File: config.mk
export PLATFORM = sky130hd
export DESIGN_NAME = hazard_scoreboard
export DESIGN_NICKNAME = d
export VERILOG_FILES = /design/src/rtl/hazard_scoreboard_pkg.sv /design/src/rtl/hazard_scoreboard_alloc.sv /design/src/rtl/hazard_scoreboard.sv
export SDC_FILE = /design/constraint.sdc
export NUM_CORES = 1
export LEC_CHECK = 0
export BUFFER_PORTS_ARGS = -buffer_cell sky130_fd_sc_hd__clkbuf_2
export CAP_MARGIN = 20
export CORE_MARGIN = 2
export CORE_UTILIZATION = 55
export DETAILED_ROUTE_END_ITERATION = 7
export PLACE_DENSITY = 0.75
export SLEW_MARGIN = 30
export SYNTH_ARGS = -nofsm -noshare
export SYNTH_HDL_FRONTEND = slang
export SYNTH_SLANG_ARGS = --single-unit
export TNS_END_PERCENT = 10
File: constraint.sdc
create_clock -name clk -period 5.5 [get_ports clk]
set_input_delay 0.55 -clock clk [delete_from_list [all_inputs] [get_ports clk]]
set_output_delay 0.55 -clock clk [all_outputs]
set_load 0.05 [all_outputs]
File: src/rtl/hazard_scoreboard_pkg.sv
// Shared types and helpers for the dual-slot hazard scoreboard.
package hazard_scoreboard_pkg;

  typedef enum logic [1:0] {
    ST_NORMAL = 2'd0,
    ST_SHADOW = 2'd1,
    ST_DRAIN  = 2'd2
  } sb_state_e;

  typedef struct packed {
    logic valid;
    logic track;
    logic csr;
  } sb_entry_t;

  function automatic int sb_id_width(input int depth);
    return $clog2(depth);
  endfunction

endpackage

File: src/rtl/hazard_scoreboard_alloc.sv
// Lowest-free-two picker over the table valid vector; ID 0 is never offered.
module hazard_sb_alloc
  import hazard_scoreboard_pkg::*;
#(
  parameter int DEPTH = 8,
  parameter int ID_W  = sb_id_width(DEPTH)
) (
  input  logic [DEPTH-1:0] i_used,
  output logic [ID_W-1:0]  o_id_a,
  output logic [ID_W-1:0]  o_id_b,
  output logic             o_found_a,
  output logic             o_found_b
);

  logic [DEPTH-1:0] w_free;

  assign w_free = ~i_used & ~{{(DEPTH-1){1'b0}}, 1'b1};

  // Descending scan: each free hit demotes the previous best pick to slot B.
  always_comb begin
    o_id_a    = {ID_W{1'b0}};
    o_id_b    = {ID_W{1'b0}};
    o_found_a = 1'b0;
    o_found_b = 1'b0;
    for (int i = DEPTH - 1; i >= 0; i--) begin
      o_id_b    = w_free[i] ? o_id_a    : o_id_b;
      o_found_b = w_free[i] ? o_found_a : o_found_b;
      o_id_a    = w_free[i] ? ID_W'(i)  : o_id_a;
      o_found_a = w_free[i] ? 1'b1      : o_found_a;
    end
  end

endmodule

File: src/rtl/hazard_scoreboard.sv
// Dual-slot issue scoreboard: tracks in-flight IDs, blocks RAW/WAW hazards and
// serialises branches (shadow) and fences (drain until the table is empty).
module hazard_scoreboard
  import hazard_scoreboard_pkg::*;
#(
  parameter int  DEPTH      = 8,
  parameter int  NUM_COMMIT = 4,
  parameter int  REG_ADDR_W = 5,
  localparam int ID_W       = sb_id_width(DEPTH)
) (
  input  logic                       clk,
  input  logic                       rst,
  input  logic [1:0]                 slot_valid_i,
  input  logic [2*REG_ADDR_W-1:0]    slot_rd_i,
  input  logic [2*REG_ADDR_W-1:0]    slot_rs1_i,
  input  logic [2*REG_ADDR_W-1:0]    slot_rs2_i,
  input  logic [1:0]                 slot_rd_we_i,
  input  logic [1:0]                 slot_csr_i,
  input  logic [1:0]                 slot_branch_i,
  input  logic [1:0]                 slot_fence_i,
  input  logic                       resolve_valid_i,
  input  logic                       flush_i,
  input  logic                       irq_req_i,
  input  logic [NUM_COMMIT-1:0]      commit_valid_i,
  input  logic [NUM_COMMIT*ID_W-1:0] commit_id_i,
  output logic [1:0]                 issue_o,
  output logic [2*ID_W-1:0]          issue_id_o,
  output logic [ID_W:0]              used_count_o,
  output logic                       full_o,
  output logic                       busy_o
);

  sb_entry_t             r_entry [DEPTH];
  logic [REG_ADDR_W-1:0] r_rd    [DEPTH];
  sb_state_e             r_state;
  logic [ID_W:0]         r_used_count;
  logic                  r_full;
  logic                  r_busy;

  logic [REG_ADDR_W-1:0] w_rd  [2];
  logic [REG_ADDR_W-1:0] w_rs1 [2];
  logic [REG_ADDR_W-1:0] w_rs2 [2];
  logic [1:0]            w_trk;
  logic [DEPTH-1:0]      w_valid, w_release, w_live, w_valid_nxt;
  logic [1:0]            w_haz;
  logic                  w_ab_haz;
  logic [ID_W-1:0]       w_id_a, w_id_b;
  logic                  w_found_a, w_found_b;
  logic [1:0]            w_grant;
  sb_state_e             w_state_nxt;
  logic [ID_W:0]         w_count_nxt;
  logic                  w_count_zero;

  // Entries hold rd only when it is a real write target, so rd==0 means "no rd".
  function automatic logic entry_hit(input logic [REG_ADDR_W-1:0] rs1, rs2, rd,
                                     input logic csr, input sb_entry_t e,
                                     input logic [REG_ADDR_W-1:0] e_rd);
    logic reg_hit;
    reg_hit = (e_rd != {REG_ADDR_W{1'b0}}) && ((rs1 == e_rd) || (rs2 == e_rd) || (rd == e_rd));
    return e.track && (reg_hit || (e.csr && csr));
  endfunction

  // Per-slot field unpacking.
  always_comb begin
    for (int s = 0; s < 2; s++) begin
      w_rd[s]  = slot_rd_i[s*REG_ADDR_W +: REG_ADDR_W];
      w_rs1[s] = slot_rs1_i[s*REG_ADDR_W +: REG_ADDR_W];
      w_rs2[s] = slot_rs2_i[s*REG_ADDR_W +: REG_ADDR_W];
      w_trk[s] = slot_rd_we_i[s] && (w_rd[s] != {REG_ADDR_W{1'b0}});
    end
  end

  // Same-cycle release bypass and hazard compare against live entries.
  always_comb begin
    w_haz = 2'b00;
    for (int i = 0; i < DEPTH; i++) begin
      w_valid[i]   = r_entry[i].valid;
      w_release[i] = 1'b0;
      for (int p = 0; p < NUM_COMMIT; p++) begin
        w_release[i] = w_release[i] |
                       (commit_valid_i[p] && (commit_id_i[p*ID_W +: ID_W] == ID_W'(i)));
      end
      w_live[i] = w_valid[i] & ~w_release[i];
      for (int s = 0; s < 2; s++) begin
        w_haz[s] = w_haz[s] |
                   (w_live[i] & entry_hit(w_rs1[s], w_rs2[s], w_rd[s], slot_csr_i[s],
                                          r_entry[i], r_rd[i]));
      end
    end
  end

  assign w_ab_haz = (w_trk[0] && ((w_rs1[1] == w_rd[0]) || (w_rs2[1] == w_rd[0]) ||
                                  (w_rd[1] == w_rd[0]))) ||
                    (slot_csr_i[0] && slot_csr_i[1]);
  assign w_count_zero = (r_used_count == {(ID_W+1){1'b0}});

  hazard_sb_alloc #(.DEPTH(DEPTH), .ID_W(ID_W)) u_alloc (
    .i_used    (w_valid),
    .o_id_a    (w_id_a),
    .o_id_b    (w_id_b),
    .o_found_a (w_found_a),
    .o_found_b (w_found_b)
  );

  // Grant priority; B never issues without A.
  always_comb begin
    w_grant = 2'b00;
    if (rst || flush_i || irq_req_i || (r_state != ST_NORMAL) || !w_found_a || !slot_valid_i[0]) begin
      w_grant = 2'b00;
    end else if (slot_branch_i[0] || slot_fence_i[0]) begin
      w_grant = (!w_haz[0] && (!slot_fence_i[0] || w_count_zero)) ? 2'b01 : 2'b00;
    end else if (w_haz[0]) begin
      w_grant = 2'b00;
    end else if (slot_branch_i[1] || slot_fence_i[1] || !slot_valid_i[1] ||
                 w_haz[1] || w_ab_haz || !w_found_b) begin
      w_grant = 2'b01;
    end else begin
      w_grant = 2'b11;
    end
  end

  // Serialisation FSM next state.
  always_comb begin
    w_state_nxt = r_state;
    case (r_state)
      ST_NORMAL: begin
        if (w_grant[0] && slot_branch_i[0]) begin
          w_state_nxt = ST_SHADOW;
        end else if (slot_valid_i[0] && slot_fence_i[0] && !w_count_zero && !flush_i && !irq_req_i) begin
          w_state_nxt = ST_DRAIN;
        end else begin
          w_state_nxt = ST_NORMAL;
        end
      end
      ST_SHADOW: w_state_nxt = (resolve_valid_i || flush_i) ? ST_NORMAL : ST_SHADOW;
      ST_DRAIN:  w_state_nxt = (w_count_zero || flush_i) ? ST_NORMAL : ST_DRAIN;
      default:   w_state_nxt = ST_NORMAL;
    endcase
  end

  // Next valid vector and the status derived from it.
  always_comb begin
    w_valid_nxt         = w_live;
    w_valid_nxt[w_id_a] = w_valid_nxt[w_id_a] | w_grant[0];
    w_valid_nxt[w_id_b] = w_valid_nxt[w_id_b] | w_grant[1];
    w_count_nxt         = {(ID_W+1){1'b0}};
    for (int i = 0; i < DEPTH; i++) begin
      w_count_nxt = w_count_nxt + {{ID_W{1'b0}}, w_valid_nxt[i]};
    end
  end

  // ID table: release and allocation.
  always_ff @(posedge clk or posedge rst) begin
    if (rst) begin
      for (int i = 0; i < DEPTH; i++) begin
        r_entry[i] <= '{valid: 1'b0, track: 1'b0, csr: 1'b0};
        r_rd[i]    <= {REG_ADDR_W{1'b0}};
      end
    end else begin
      for (int i = 0; i < DEPTH; i++) begin
        r_entry[i].valid <= w_valid_nxt[i];
      end
      if (w_grant[0]) begin
        r_entry[w_id_a].track <= w_trk[0] | slot_csr_i[0];
        r_entry[w_id_a].csr   <= slot_csr_i[0];
        r_rd[w_id_a]          <= w_trk[0] ? w_rd[0] : {REG_ADDR_W{1'b0}};
      end
      if (w_grant[1]) begin
        r_entry[w_id_b].track <= w_trk[1] | slot_csr_i[1];
        r_entry[w_id_b].csr   <= slot_csr_i[1];
        r_rd[w_id_b]          <= w_trk[1] ? w_rd[1] : {REG_ADDR_W{1'b0}};
      end
    end
  end

  // FSM state and registered status outputs.
  always_ff @(posedge clk or posedge rst) begin
    if (rst) begin
      r_state      <= ST_NORMAL;
      r_used_count <= {(ID_W+1){1'b0}};
      r_full       <= 1'b0;
      r_busy       <= 1'b0;
    end else begin
      r_state      <= w_state_nxt;
      r_used_count <= w_count_nxt;
      r_full       <= &(w_valid_nxt | {{(DEPTH-1){1'b0}}, 1'b1});
      r_busy       <= |w_valid_nxt;
    end
  end

  assign issue_o      = w_grant;
  assign issue_id_o   = {(w_grant[1] ? w_id_b : {ID_W{1'b0}}), (w_grant[0] ? w_id_a : {ID_W{1'b0}})};
  assign used_count_o = r_used_count;
  assign full_o       = r_full;
  assign busy_o       = r_busy;

endmodule

==> results.yml, run 1 <==
timing:
  fin_tns_setup_ns: 0
  finalSetupViolCount: 0
  drv_slew: 0
  tightest_slew_ns: 0.995
  rsz0062_at_grt: "no"
  max_clock_freq_mhz: 200
  post-route-period-util: 0.910
  relSlewSlack: 0.335
  skew_ns: 0.0108
  fin_ws_ns: 0.498
  fin_crit_ns: 5.00
  hold_viol_final: 0
setup_path:
  path_max_fanout: 8
  rrSetupSlack_ns: 0.50
  path_buf_inv: 1
  arrival_ns: 5.23
  r2r_end: "used_count_o[2]"
  crit_chain: "xnor2_1, nand3_1, nor3_1, o31ai_1, a21oi_1, nor4_2, nand3_2, o41ai_1, nor2_1, fa_1, fa_1, fa_1, inv_1, ha_1, fa_1, xor2_1"
  critPathTopFamily: "adder cells"
  crit_top_cell: "fa_1"
  worstSetupEndpointType: "flip-flop"
  worstPathRequired_ns: 5.73
  critPathMaxStageDelay_ns: 0.64
  crit_slowest_cell: "dfrtp_1"
  ff2ff_path_depth: 16
  cp-start-kind: "flip-flop"
  r2r-start: "r_rd[9]"
  crit_type: "flip-flop to flip-flop"
cts:
  clk_path_buf_depth: 2
  root_buffer: "clkbuf_16"
  path_clk_slew_ns: 0.07
  clk_latency_ns: 0.35
  postCtsSetupBuffers: 0
  cts_tree: "yes"
  cts_made_buffers: 9
  clock_sinks: 72
  ctsHoldBuffers: 0
  postCtsResizedCells: 0
  htreeDepth: 3
layout:
  antenna_cells: 0
  final_cell_mix: "xnor2_1, xor2_1, clkbuf_2"
  final_common_cell: "xnor2_1"
  area_delta_synth_final_pct: 5.77
  fill_cells: 1247
  drive_gt1_frac: 0.155
  final_nets: 1012
logic_synthesis:
  syn_area_sq_um: 7940
  syn_area_per_cell_sq_um: 8.37
  synth_area_leaders: "dfrtp_1, xnor2_1, xor2_1"
  synth.largest_area_cell: "dfrtp_1"
  synth_warnings: 0
  synth.distinct_cells: 72
  synthesis.nets: 1018
  synth-edff-count: 0
  synth_seq_cells: 72
  synth_top_area_share: 0.227
  synth_ff_type: "dfrtp_1"
  synth_cells: 949
  synthArstFlopShare: 1.00
  seq_area_frac_synth: 0.227
grt:
  grt_max_degree: 66
  grt_pass1_vias: 6542
  grt-ovfl-total: 0
  grt_usage: 0.315
  grt_pass1_wl_microns: 36200
  antenna_found_initial: 0
floorplan:
  die_h_microns: 124
  core_sq_um: 14000
  pin_count: 75
  rows: 43
  initial_core_util: 0.568
  die_area_sq_um: 15400
  die_w_microns: 124
drt:
  drc: 0
  vias: 6942
  wl_microns: 23400
  wl_per_cell_microns: 20.7
  viasPerCell: 6.15
  dr.pass1.iters: 5
  final_antenna_net_count: 0
  drt_iter0_drc: 798
placement:
  hpwl_microns: 16800
  pre_cts_ws_ns: 0.369
  port_buffers: 74
  place_congestion: 0.941
hold_path:
  hp-class: "input pin to async pin"
power:
  ir_drop_v: 0.000200
  p_leak_nw: 3.47
  powerDensity_nw_per_um2: 252
job:
  drv_cap: 0
outcome:
  status: "finished clean"
[cell families after synthesis]
logic type | synth area share
multiplexers | 0.0816
XOR/XNOR | 0.285
AND/OR/NAND/NOR | 0.207
adder cells (fa/ha/maj) | 0.0176
flip-flops | 0.227
AO/OA/AOI/OAI | 0.0950
buffers and inverters | 0.0871
[worst max path at each step]
stage	to	from	depth (start not counted)	slack [ns]
after floorplan	issue_id_o[0]	slot_rd_i[0]	12	0.42
after global routing	used_count_o[2]	r_rd[7]	16	0.28
after detailed placement	used_count_o[2]	slot_rd_i[4]	17	0.37
final	used_count_o[2]	r_rd[9]	16	0.50
after global placement	used_count_o[2]	slot_rd_i[0]	17	0.44
after CTS	used_count_o[2]	r_rd[5]	16	0.56
[power breakdown]
| part | internal [W] | switching [W] | leakage, nW |
|---|---|---|---|
| Combinational | 0.000332 | 0.000410 | 2.34 |
| Clock | 0.000356 | 0.000251 | 0.144 |
| Sequential | 0.000597 | 0.000166 | 0.982 |
| Total | 0.00128 | 0.000827 | 3.47 |
[flip-flops by register name, summed over array words and instances (netlist names)]
name / flops
busy_o: 1
full_o: 1
r_entry: 24
r_rd: 40
r_state: 2
used_count_o: 4
[cell type report]
cell class                      count  area, sq um  share of cell area
Multi-Input combinational cell    743         5450               0.649
Inverter                           21         78.8             0.00939
Tap cell                          180          225              0.0268
Sequential cell                    72         1800               0.215
Clock inverter                      7         78.8             0.00939
Clock buffer                        9          225              0.0268
Timing Repair Buffer               96          536              0.0638
[worst register-to-register path, stage by stage, from the launching register on]
cell,delay [ns]
dfrtp_1,0.64
xnor2_1,0.16
nand3_1,0.12
nor3_1,0.06
o31ai_1,0.30
a21oi_1,0.19
nor4_2,0.33
nand3_2,0.18
o41ai_1,0.51
nor2_1,0.14
fa_1,0.52
fa_1,0.43
fa_1,0.49
inv_1,0.04
ha_1,0.21
fa_1,0.39
xor2_1,0.17
[synthesized netlist by cell type (all sizes together), types with 17 or more instances]
cell type  instances
nor2              33
xor2             120
xnor2            138
nor3              75
nand2             56
dfrtp             72
a21oi             35
nor4              17
o21ai             25
inv               21
buf               88
clkbuf            24
nand3             66
mux2i             52
[metrics by stage]
step	power (W)	util	hold WS [ns]	instances	cell area [sq um]
2_1_floorplan	0.00136	-	0.425	949	7940
4_1_cts	0.00210	0.600	0.0905	1128	8400
3_5_place_dp	0.00150	0.579	0.367	1112	8090
6_report	0.00211	0.600	0.0925	1128	8400
5_1_grt	0.00221	0.600	0.114	1128	8400
3_3_place_gp	0.00148	0.579	0.370	1112	8090
[routing by layer]
| metal | vias to the layer above | track usage | wire length (microns) |
|---|---|---|---|
| met5 | - | 0 | 0 |
| met1 | 3277 | 0.415 | 9710 |
| met2 | 382 | 0.489 | 10500 |
| met4 | 0 | 0.150 | 988 |
| met3 | 76 | 0.0696 | 2190 |
| li1 | 3207 | - | - |
Note: power is estimated with default switching activity, not from simulation.
==> run 2: changes to the inputs <==
--- a/config.mk
+++ b/config.mk
@@ -7,2 +7,3 @@
 export LEC_CHECK = 0
+export ABC_AREA = 0
 export BUFFER_PORTS_ARGS = -buffer_cell sky130_fd_sc_hd__clkbuf_2
==> constraint.sdc (replaced) <==
create_clock -name clk -period 5.5 [get_ports clk]
set_input_delay 0.275 -clock clk [delete_from_list [all_inputs] [get_ports clk]]
set_output_delay 0.275 -clock clk [all_outputs]
set_load 0.05 [all_outputs]
==> run 2 against run 1 <==
Utilization unchanged. Via count up 0.33%. Clock skew up 0.0011 ns. Hold slack worse by 0.079 ns. Critical path type unchanged. Largest cell class unchanged.
==> results.yml, run 2 (synthesis gave the netlist of run 1 again) <==
outcome:
  status: "finished clean"
power:
  p_comb_frac: 0.349
  internal-power_w: 0.00136
  clkPwrFrac: 0.302
  powerDensity_nw_per_um2: 259
  ir_drop_v: 0.000198
  p_leak_nw: 3.46
  power_frac_seq: 0.349
  p_sw_w: 0.000814
  switching_share: 0.375
cts:
  path_clk_slew_ns: 0.06
  root_buffer: "clkbuf_16"
  clk_path_buf_depth: 2
  postCtsSetupBuffers: 0
  cts_made_buffers: 9
  clk_latency_ns: 0.35
  cts_tree: "yes"
  htreeDepth: 3
  clock_sinks: 72
grt:
  grt_usage: 0.311
  grt-ovfl-total: 0
  antenna_found_initial: 0
  grt_pass1_vias: 6352
  grt_pass1_wl_microns: 35800
  grt_max_degree: 43
setup_path:
  worstSetupEndpointType: "flip-flop"
  cp-start-kind: "flip-flop"
  crit_chain: "xnor2_1, nand3_1, nor3_1, o31ai_1, a21oi_1, nor4_2, nand3_2, nor3_4, nor2_1, fa_1, fa_1, fa_1, inv_1, ha_1, fa_1, xor2_1"
  path_buf_inv: 1
  arrival_ns: 5.33
  path_max_fanout: 9
  critPathTopFamily: "adder cells"
  crit_top_cell: "fa_1"
  crit_type: "flip-flop to flip-flop"
  worstPathRequired_ns: 5.73
  crit_slowest_cell: "dfrtp_1"
  critPathMaxStageDelay_ns: 0.62
layout:
  final_common_cell: "xnor2_1"
  fin_area_sq_um: 8400
  drive_gt1_frac: 0.151
  antenna_cells: 0
  largest_reg_flops: 40
  final_cell_mix: "xnor2_1, xor2_1, clkbuf_2"
  final_nets: 1006
  fin_cells: 1122
  regMostFlops: "r_rd"
  area_delta_synth_final_pct: 5.77
timing:
  rsz0062_at_grt: "no"
  fin_crit_ns: 5.10
  relSlewSlack: 0.439
  tightest_slew_ns: 0.835
  drv_slew: 0
  fin_tns_setup_ns: 0
  skew_ns: 0.0119
  hold_viol_final: 0
  finalSetupViolCount: 0
  max_clock_freq_mhz: 196
  fin_ws_ns: 0.396
  post-route-period-util: 0.928
placement:
  place_inst: 1106
  hpwl_microns: 16600
  place_congestion: 0.986
  place_area_sq_um: 8050
  pre_cts_ws_ns: 0.144
  port_buffers: 74
floorplan:
  die_w_microns: 124
  pin_count: 75
  rows: 43
  die_area_sq_um: 15400
  die_h_microns: 124
  core_sq_um: 14000
  initial_core_util: 0.568
drt:
  final_antenna_net_count: 0
  vias: 6965
  drt_iter0_drc: 998
  drc: 0
  viasPerCell: 6.21
  dr.pass1.iters: 6
  wl_microns: 23400
  wl_per_cell_microns: 20.9
job:
  drv_cap: 0
hold_path:
  hp-class: "input pin to async pin"
## run 2: changes by cell type in the layout (fill, tap and decap cells not counted), sizes merged
cell / delta
clkinvlp: -1
clkinv: -1
bufinv: +1
buf: -6
inv: -2
clkbuf: +3
## run 2: final timing paths
check                                  from               to  slack (ns)  cells past startpoint
worst min register to register  r_entry[22]      r_entry[22]        0.38                      0
min in group clk                    flush_i       r_state[1]        0.12                      2
worst max register to register      r_rd[5]  used_count_o[2]        0.40                     16
worst max-delay path                r_rd[5]  used_count_o[2]        0.40                     16
max in group asynchronous               rst         r_rd[39]        4.49                      3
worst min-delay path                    rst  used_count_o[3]        0.01                      2
## run 2: layer usage
metal	share of wire	vias up	global-route usage
met4	0.041	0	0.152
li1	-	3188	-
met5	0	-	0
met2	0.45	383	0.467
met1	0.42	3323	0.436
met3	0.090	71	0.0490
## run 2: what timing repair did
action,4_1_cts,5_1_grt
hold buffers,0,0
setup endpoints to repair,0,1
resized for setup,0,2
## run 2: final cells by class
class / instances / area, sq um
clock buffers: 12 / 256
clock inverters: 4 / 76.3
fillers: 1210 / 5590
inverters: 21 / 78.8
multi-input cells: 743 / 5470
flip-flops and latches: 72 / 1800
well taps: 180 / 225
repair buffers: 90 / 490
## run 2: power groups by stage
stage | clock, W | sequential, W | combinational (W)
floorplan | 0 | 0.000657 | 0.000707
global placement | 0 | 0.000760 | 0.000726
detailed placement | 0 | 0.000760 | 0.000738
CTS | 0.000664 | 0.000753 | 0.000746
global route | 0.000679 | 0.000767 | 0.000824
finish | 0.000655 | 0.000759 | 0.000758
## run 2: stage by stage
| stage | util | total power [W] | hold slack [ns] |
|---|---|---|---|
| after floorplan | - | 0.00136 | 0.348 |
| after global placement | 0.575 | 0.00149 | 0.371 |
| after detailed placement | 0.575 | 0.00150 | 0.372 |
| after CTS | 0.599 | 0.00216 | 0.0236 |
| after global routing | 0.600 | 0.00227 | 0.0895 |
| final | 0.600 | 0.00217 | 0.0131 |
